$ cat src/rtl/num_pkg.sv
// num_pkg: shared state encoding and default widths for the glyph RAM loader.
package num_pkg;
  localparam int NUM_ADDR_WIDTH = 10;
  localparam int NUM_DATA_WIDTH = 24;
  localparam int CHK_W = 32;
  typedef enum logic [1:0] {IDLE, LOAD, VERIFY, DONE} state_t;
endpackage

$ cat src/rtl/num_byte_packer.sv
// num_byte_packer: packs accepted bytes big-endian into words; word_valid pulses the cycle after the last byte.
module num_byte_packer #(
  parameter int DATA_WIDTH = 24,
  parameter int BPW = DATA_WIDTH / 8
) (
  input  logic                  clk,
  input  logic                  tb_rst,
  input  logic                  clr,
  input  logic                  in_valid,
  input  logic [7:0]            in_byte,
  output logic [DATA_WIDTH-1:0] word,
  output logic                  word_valid
);
  localparam int CW = BPW > 1 ? $clog2(BPW) : 1;
  logic [CW-1:0] r_cnt;
  logic [DATA_WIDTH-1:0] r_word;
  logic r_valid;
  logic w_last;
  assign w_last = r_cnt == CW'(BPW - 1);
  assign word = r_word;
  assign word_valid = r_valid;
  always_ff @(posedge clk or posedge tb_rst)
    if (tb_rst) begin
      r_cnt <= '0;
      r_word <= '0;
      r_valid <= 1'b0;
    end else begin
      r_valid <= in_valid && w_last;
      if (clr) r_cnt <= '0;
      else if (in_valid) begin
        r_word <= (r_word << 8) | DATA_WIDTH'(in_byte);
        r_cnt <= w_last ? '0 : r_cnt + CW'(1);
      end
    end
endmodule

$ cat src/rtl/num_ram_loader.sv
// num_ram_loader: streams bytes into a glyph RAM word by word and raises done when the table is full.
// Optional read-back checksum verify pass enabled by NUM_RAM_LOADER_VERIFY_EN.
module num_ram_loader
  import num_pkg::*;
#(
  parameter int ADDR_WIDTH = NUM_ADDR_WIDTH,
  parameter int DATA_WIDTH = NUM_DATA_WIDTH
) (
  input  logic                  clk,
  input  logic                  tb_rst,
  input  logic                  start,
  input  logic [7:0]            s_byte,
  input  logic                  s_valid,
  output logic                  s_ready,
  output logic                  wr_en,
  output logic [ADDR_WIDTH-1:0] wr_addr,
  output logic [DATA_WIDTH-1:0] wr_data,
  output logic [ADDR_WIDTH-1:0] rd_addr,
  input  logic [DATA_WIDTH-1:0] rd_data,
  output logic                  busy,
  output logic                  done,
  output logic                  chk_err
);
  localparam int BPW = DATA_WIDTH / 8;
`ifdef NUM_RAM_LOADER_VERIFY_EN
  localparam state_t S_POST = VERIFY;
`else
  localparam state_t S_POST = DONE;
`endif
  state_t r_state;
  logic r_armed;
  logic [ADDR_WIDTH-1:0] r_addr;
  logic [CHK_W-1:0] r_sum;
  logic w_go;
  assign w_go = start && r_armed && (r_state == IDLE || r_state == DONE);
  assign s_ready = r_state == LOAD && !wr_en;
  assign busy = r_state == LOAD || r_state == VERIFY;
  assign done = r_state == DONE;
  assign wr_addr = r_addr;
  num_byte_packer #(.DATA_WIDTH(DATA_WIDTH), .BPW(BPW)) u_packer (
    .clk(clk),
    .tb_rst(tb_rst),
    .clr(w_go),
    .in_valid(s_valid && s_ready),
    .in_byte(s_byte),
    .word(wr_data),
    .word_valid(wr_en)
  );
`ifdef NUM_RAM_LOADER_VERIFY_EN
  logic [ADDR_WIDTH-1:0] r_rd_addr;
  logic [CHK_W-1:0] r_rd_sum;
  logic r_rd_vld, r_swept, r_chk_err;
  logic [CHK_W-1:0] w_rd_sum;
  // rd_data lags rd_addr by one cycle, so the first VERIFY cycle carries no data
  assign w_rd_sum = r_rd_sum + (r_rd_vld ? CHK_W'(rd_data) : '0);
  assign rd_addr = r_rd_addr;
  assign chk_err = r_chk_err;
`else
  logic w_unused;
  assign w_unused = ^{rd_data, r_sum};
  assign rd_addr = '0;
  assign chk_err = 1'b0;
`endif
  always_ff @(posedge clk or posedge tb_rst)
    if (tb_rst) begin
      r_state <= IDLE;
      r_armed <= 1'b0;
      r_addr <= '0;
      r_sum <= '0;
`ifdef NUM_RAM_LOADER_VERIFY_EN
      r_rd_addr <= '0;
      r_rd_sum <= '0;
      r_rd_vld <= 1'b0;
      r_swept <= 1'b0;
      r_chk_err <= 1'b0;
`endif
    end else begin
      r_armed <= 1'b1;
      if (w_go) begin
        r_state <= LOAD;
        r_addr <= '0;
        r_sum <= '0;
`ifdef NUM_RAM_LOADER_VERIFY_EN
        r_rd_addr <= '0;
        r_rd_sum <= '0;
        r_rd_vld <= 1'b0;
        r_swept <= 1'b0;
        r_chk_err <= 1'b0;
`endif
      end else if (r_state == LOAD && wr_en) begin
        r_addr <= r_addr + ADDR_WIDTH'(1);
        r_sum <= r_sum + CHK_W'(wr_data);
        if (&r_addr) r_state <= S_POST;
      end
`ifdef NUM_RAM_LOADER_VERIFY_EN
      else if (r_state == VERIFY) begin
        r_rd_addr <= r_swept ? '0 : r_rd_addr + ADDR_WIDTH'(1);
        r_rd_vld <= 1'b1;
        r_swept <= &r_rd_addr;
        r_rd_sum <= w_rd_sum;
        if (r_swept) begin
          r_chk_err <= w_rd_sum != r_sum;
          r_state <= DONE;
        end
      end
`endif
    end
endmodule

$ cat config.mk
export PLATFORM = sky130hd
export DESIGN_NAME = num_ram_loader
export DESIGN_NICKNAME = d
export VERILOG_FILES = /design/src/rtl/num_pkg.sv /design/src/rtl/num_byte_packer.sv /design/src/rtl/num_ram_loader.sv
export SDC_FILE = /design/constraint.sdc
export NUM_CORES = 1
export LEC_CHECK = 0
export BUFFER_PORTS_ARGS = -buffer_cell sky130_fd_sc_hd__buf_2
export CORE_ASPECT_RATIO = 1.2
export CORE_MARGIN = 2
export CORE_UTILIZATION = 42
export CTS_BUF_LIST = sky130_fd_sc_hd__clkbuf_16
export DETAILED_ROUTE_END_ITERATION = 16
export GPL_TIMING_DRIVEN = 1
export PLACE_DENSITY = 0.82
export SYNTH_ARGS = -nofsm -noshare
export SYNTH_HDL_FRONTEND = slang
export SYNTH_HIERARCHICAL = 1
export SYNTH_SLANG_ARGS = --single-unit
$ cat constraint.sdc
create_clock -name clk -period 2.1 [get_ports clk]
set_clock_uncertainty 0.2 [all_clocks]
set_input_delay 0.21 -clock clk [delete_from_list [all_inputs] [get_ports clk]]
set_output_delay 0.21 -clock clk [all_outputs]
set_load 0.05 [all_outputs]
==> impl_metrics.ini, run 1 <==
[place]
dpl.cell_count = 248
routabilityCongestion = 0.690
pre_cts_ws_ps = 85.6
io_buffers = 49
dpl_cell_area_um2 = 2160
hpwl_mm = 2.45

[finish]
n_fill_cell = 376
stdcell_area_um2 = 2440
layoutNonFillerInstCount = 266
layout-drive-gt1-share_pct = 43.8
nets = 248
diodes = 0
syn_to_final_growth_pct = 29.3

[global_routing]
globalRouteTotalUtil_pct = 14.8
antenna_found_initial = 0
grt_start_max_net_pins = 25
gr-total-overflow = 0
grt_pass1_wl_mm = 5.71
grt_pass1_vias = 1197

[clock_network]
ctsResizeCount = 0
htreeDepth = 2
cts.sinks = 40
cts_tree = built
cts_buffers = 5
clock_latency_ps = 280
post-cts-setup-buffer-count = 0
ctsRootBufferMaster = clkbuf_16
clock_path_buffers = 2
path_clk_slew_ps = 60

[sta]
slew_violations = 0
worstMarginPinSlew_ps = 523
setup_violations = 0
fin_crit_sh_pct = 96.4
fmax_ghz = 0.494
relSlewSlack_pct = 65.1
fin_ws_ps = 76.2
hold_ws_ps = 103
period_needed_ps = 2020
hold_viol_final = 0

[power]
internal-power_w = 0.00219
swShare_pct = 44.6
ir_worst_vdd_mv = 1.05
power.density_nw_per_um2 = 1620
p_comb_share_pct = 47.2
seqPwrFrac_pct = 31.8
leakage_nw = 1.20
switchingPower_w = 0.00177
total_power_w = 0.00396
clockPowerShare_pct = 21.0

[die]
die_height_um = 77.5
initial_core_util_pct = 44.0
io_pins = 85
num_rows = 26
core_area_um2 = 4290
dieWidth_um = 65.2
dieArea_um2 = 5050

[detailed_routing]
wire_per_inst_um = 13.4
drtPass1Iterations = 4
viasPerCell = 4.79
postRouteWirelength_mm = 3.57
drc_errors = 0
drt_iter0_drc = 113
drtAntennaViolNets = 0
vias = 1274

[setup_path]
max_stage_delay_ps = 400
arrival_ps = 1980
setup.worst_path.class = reg2reg
cp-end-kind = register
cp_num_buf_inv = 2
cpLargestDelayFamily = simple AND/OR/NAND/NOR gates
critPathMaxFanout = 12
critPathRequiredTime_ps = 2060
crit_slowest_cell = dfrtp_1
path_cells = inv_1 > ha_2 > and2b_4 > and2_4 > nor2b_4 > clkbuf_16 > mux2_4
cp-start-kind = register

[synth]
yosysUniqueCellTypes = 32
ys_seq_area_share_pct = 53.0
ys_seq_elements = 40
yosysWarnings = 6
netlist_area_um2 = 1890
synth_cells = 145
avgSynthCellArea_um2 = 13.0

[outcome]
status = finished, final reports clean

[run]
cap_violations = 0

[hold_path]
min_path_type = in2reg
power by group through the flow:
stage	clock network, W	logic, W	registers, W
global route	0.000891	0.00195	0.00131
CTS	0.000854	0.00186	0.00127
floorplan	0	0.000636	0.00212
finish	0.000832	0.00187	0.00126
detailed placement	0	0.00185	0.00127
global placement	0	0.00181	0.00126
metrics by stage:
stage                     setup TNS, ps  utilization [%]
after detailed placement              0             50.4
final                                 0             56.9
after floorplan                    -422                -
after global routing             -0.371             56.9
after global placement                0             50.4
after CTS                             0             56.3
layout make-up:
type                    count  area (µm²)  share of cell area (%)
flip-flops and latches     40        1000                    41.0
multi-input cells          91         761                    31.1
repair buffers             63         415                    17.0
clock buffers               5         125                    5.12
well taps                  56        70.1                    2.87
clock inverters             3        38.8                    1.59
inverters                   8        30.0                    1.23
placed cells by master (no fill, tap or decap), drive strengths merged, types with 4 or more instances in the layout:
| cell | instances |
|---|---|
| a21oi | 9 |
| buf | 53 |
| clkbuf | 6 |
| conb | 12 |
| dfrtp | 40 |
| dlygate4sd3 | 9 |
| inv | 9 |
| mux2 | 24 |
| nand2 | 7 |
| nand3 | 4 |
| o31ai | 4 |
| or4 | 4 |
per-layer routing:
layer | part of all wire (%) | routed length (µm) | up-vias | GRT usage (%)
li1 | - | - | 604 | -
met1 | 42 | 1520 | 613 | 18.4
met2 | 50 | 1780 | 53 | 23.4
met3 | 6.9 | 246 | 4 | 5.65
met4 | 0.76 | 27 | 0 | 5.00
met5 | 0 | 0 | - | 0
final timing paths:
kind,start,endpoint,slack [ps],cells after the start
worst min-delay path,s_valid,u_packer/word_valid$_DFF_PP0_,100,4
min in group asynchronous,tb_rst,wr_addr[6]$_DFFE_PP0P_,330,3
max in group asynchronous,tb_rst,u_packer/word_valid$_DFF_PP0_,890,4
worst max register to register,r_state[1]$_DFFE_PP0P_,u_packer/word[2]$_DFFE_PP0P_,80,7
worst max-delay path,r_state[1]$_DFFE_PP0P_,u_packer/word[2]$_DFFE_PP0P_,80,7
worst min register to register,u_packer/r_cnt[0]$_DFFE_PP0P_,u_packer/word_valid$_DFF_PP0_,270,1
Yosys cell counts, drive strengths merged:
library cell  number  area, µm²
a21oi              9       45.0
o31ai              4       30.0
nand3b             1       7.51
buf               14        134
mux2i              1       10.0
nand3              4       25.0
nor4               2       12.5
dfrtp             40       1000
clkbuf             2       7.51
nor2b              1       13.8
o21a               1       7.51
or3b               1       8.76
mux2              24        345
nand4              2       18.8
nor2               3       11.3
xnor2              1       8.76
o21ai              2       10.0
or3                3       18.8
or4                4       30.0
nand2              7       26.3
and2b              1       8.76
and2               1       6.26
conb               2       7.51
nand2b             3       18.8
inv                8       30.0
xor2               1       8.76
ha                 3       37.5
worst min-delay path: stages:
cell	delay, ps
buf_2	100
and2_4	150
nand2_1	60
nor2_1	30
what timing repair did:
action,CTS,global route
hold endpoints to repair,33,0
endpoints found under the setup margin,0,4
hold buffers,9,0
flip-flops by register name (all words and copies together), names as in the netlist:
name / count
r_armed: 1
r_state: 2
u_packer/r_cnt: 2
u_packer/word: 24
u_packer/word_valid: 1
wr_addr: 10
kinds of logic after synthesis:
logic type               Yosys count  share of synthesized area (%)
flip-flops                        40                           53.0
AND/OR/NAND/NOR                   33                           10.9
multiplexers                      25                           18.8
buffers and inverters             24                           9.07
XOR/XNOR                           2                          0.927
adder cells (fa/ha/maj)            3                           1.99
other                              2                          0.397
AO/OA/AOI/OAI                     16                           4.90
Power figures use the tool's default switching activity.
==> run 2, diff against run 1 <==
GPL_ROUTABILITY_DRIVEN = 0   (was unset)
GPL_TIMING_DRIVEN = 0   (was 1)
==> impl_metrics.ini, run 2 (same netlist as run 1, synthesis figures left out) <==
[finish]
diodes = 0
layout-drive-gt1-share_pct = 48.2
nets = 262
multi_input_area_um2 = 776
final_common_cell = buf_2
n_fill_cell = 362
syn_to_final_growth_pct = 35.9
largest_reg_flops = 24
stdcell_area_um2 = 2570
mostFrequentLayoutCells = buf_2 (49), dfrtp_1 (39), mux2_4 (20), buf_4 (13), conb_1 (12)
ff_latch_area_um2 = 1000

[detailed_routing]
drtPass1Iterations = 4
drtAntennaViolNets = 0
vias = 1340
drt_iter0_drc = 110
wire_per_inst_um = 13.5
viasPerCell = 4.79
postRouteWirelength_mm = 3.78
drc_errors = 0

[setup_path]
critPathRequiredTime_ps = 2060
cp_num_buf_inv = 3
critPathMaxFanout = 8
crit_slowest_cell = dfrtp_1
cp-start-kind = register
arrival_ps = 1980
cpLargestDelayFamily = simple AND/OR/NAND/NOR gates
path_cells = inv_2 > ha_4 > and2b_4 > and2_4 > nor2b_4 > buf_8 > clkbuf_16 > mux2_4
max_stage_delay_ps = 400
cp-end-kind = register
setup.worst_path.class = reg2reg

[power]
leakage_nw = 1.26
power.density_nw_per_um2 = 1540
ir_worst_vdd_mv = 1.00

[clock_network]
htreeDepth = 2
clock_latency_ps = 280
clock_path_buffers = 2
ctsRootBufferMaster = clkbuf_16
cts.sinks = 40
path_clk_slew_ps = 60
cts_tree = built
cts_buffers = 5

[hold_path]
min_path_type = in2reg

[run]
cap_violations = 0

[sta]
setup_violations = 0
hold_viol_final = 0
fmax_ghz = 0.497
fin_ws_ps = 86.8
relSlewSlack_pct = 32.5
setup_tns_ps = 0
worstMarginPinSlew_ps = 1010
period_needed_ps = 2010
rsz0062_at_grt = no
slew_violations = 0
fin_crit_sh_pct = 95.9

[die]
dieWidth_um = 65.2
io_pins = 85
num_rows = 26
dieArea_um2 = 5050
die_height_um = 77.5
core_area_um2 = 4290
initial_core_util_pct = 44.0

[place]
dpl_cell_area_um2 = 2250
io_buffers = 49
hpwl_mm = 2.57
pre_cts_ws_ps = -120

[global_routing]
grt_pass1_vias = 1300
antenna_found_initial = 0
gr-total-overflow = 0
grt_pass1_wl_mm = 6.01
grt_start_max_net_pins = 28
globalRouteTotalUtil_pct = 15.4

[outcome]
status = finished, final reports clean
[run 2: layout make-up]
class | instances | area share [%]
Sequential cell | 40 | 39.0
Multi-Input combinational cell | 91 | 30.2
Timing Repair Buffer | 62 | 15.6
Buffer | 15 | 5.51
Clock buffer | 5 | 4.87
Tap cell | 56 | 2.73
Inverter | 8 | 1.32
Clock inverter | 3 | 0.731
[run 2: power breakdown]
part           leakage, nW  total (W)  internal (W)  switching, W
Sequential           0.488    0.00127       0.00105      0.000226
Clock               0.0635   0.000723      0.000435      0.000288
Combinational        0.705    0.00195      0.000649       0.00130
[run 2: final timing paths]
path | startpoint | end | slack (ps) | depth (start not counted)
setup / recovery | r_state[1]$_DFFE_PP0P_ | u_packer/word[19]$_DFFE_PP0P_ | 90 | 8
hold / removal | s_valid | u_packer/word_valid$_DFF_PP0_ | 100 | 4
setup reg to reg | r_state[1]$_DFFE_PP0P_ | u_packer/word[19]$_DFFE_PP0P_ | 90 | 8
hold reg to reg | u_packer/r_cnt[0]$_DFFE_PP0P_ | u_packer/word_valid$_DFF_PP0_ | 300 | 1
max in group asynchronous | tb_rst | u_packer/word_valid$_DFF_PP0_ | 490 | 3
min in group asynchronous | tb_rst | wr_addr[3]$_DFFE_PP0P_ | 310 | 3
[run 2: routing by layer]
layer | vias up | share of wire (%) | global-route usage (%)
li1 | 628 | - | -
met1 | 649 | 40 | 18.7
met2 | 60 | 52 | 26.3
met3 | 3 | 6.9 | 3.62
met4 | 0 | 0.66 | 5.63
met5 | - | 0 | 0
[run 2: timing repair]
item | in CTS | in global routing
resized for setup | 3 | 2
hold buffers | 9 | 0
hold endpoints to repair | 21 | 0
gates cloned | 0 | 2
buffers inserted | 1 | 1
endpoints found under the setup margin | 24 | 20
[run 2: worst min-delay path, stage by stage]
cell	delay, ps
buf_2	90
and2_4	140
nand2_1	60
nor2_1	40
[run 2: metrics by stage]
step                hold slack [ps]  power, W  utilization (%)  instances
finish                         96.5   0.00394             59.8        280
global route                    126   0.00413             59.8        280
CTS                            93.5   0.00392             58.4        277
detailed placement             78.1   0.00316             52.4        260
global placement               71.8   0.00311             52.4        260
floorplan                      -113   0.00276                -        155
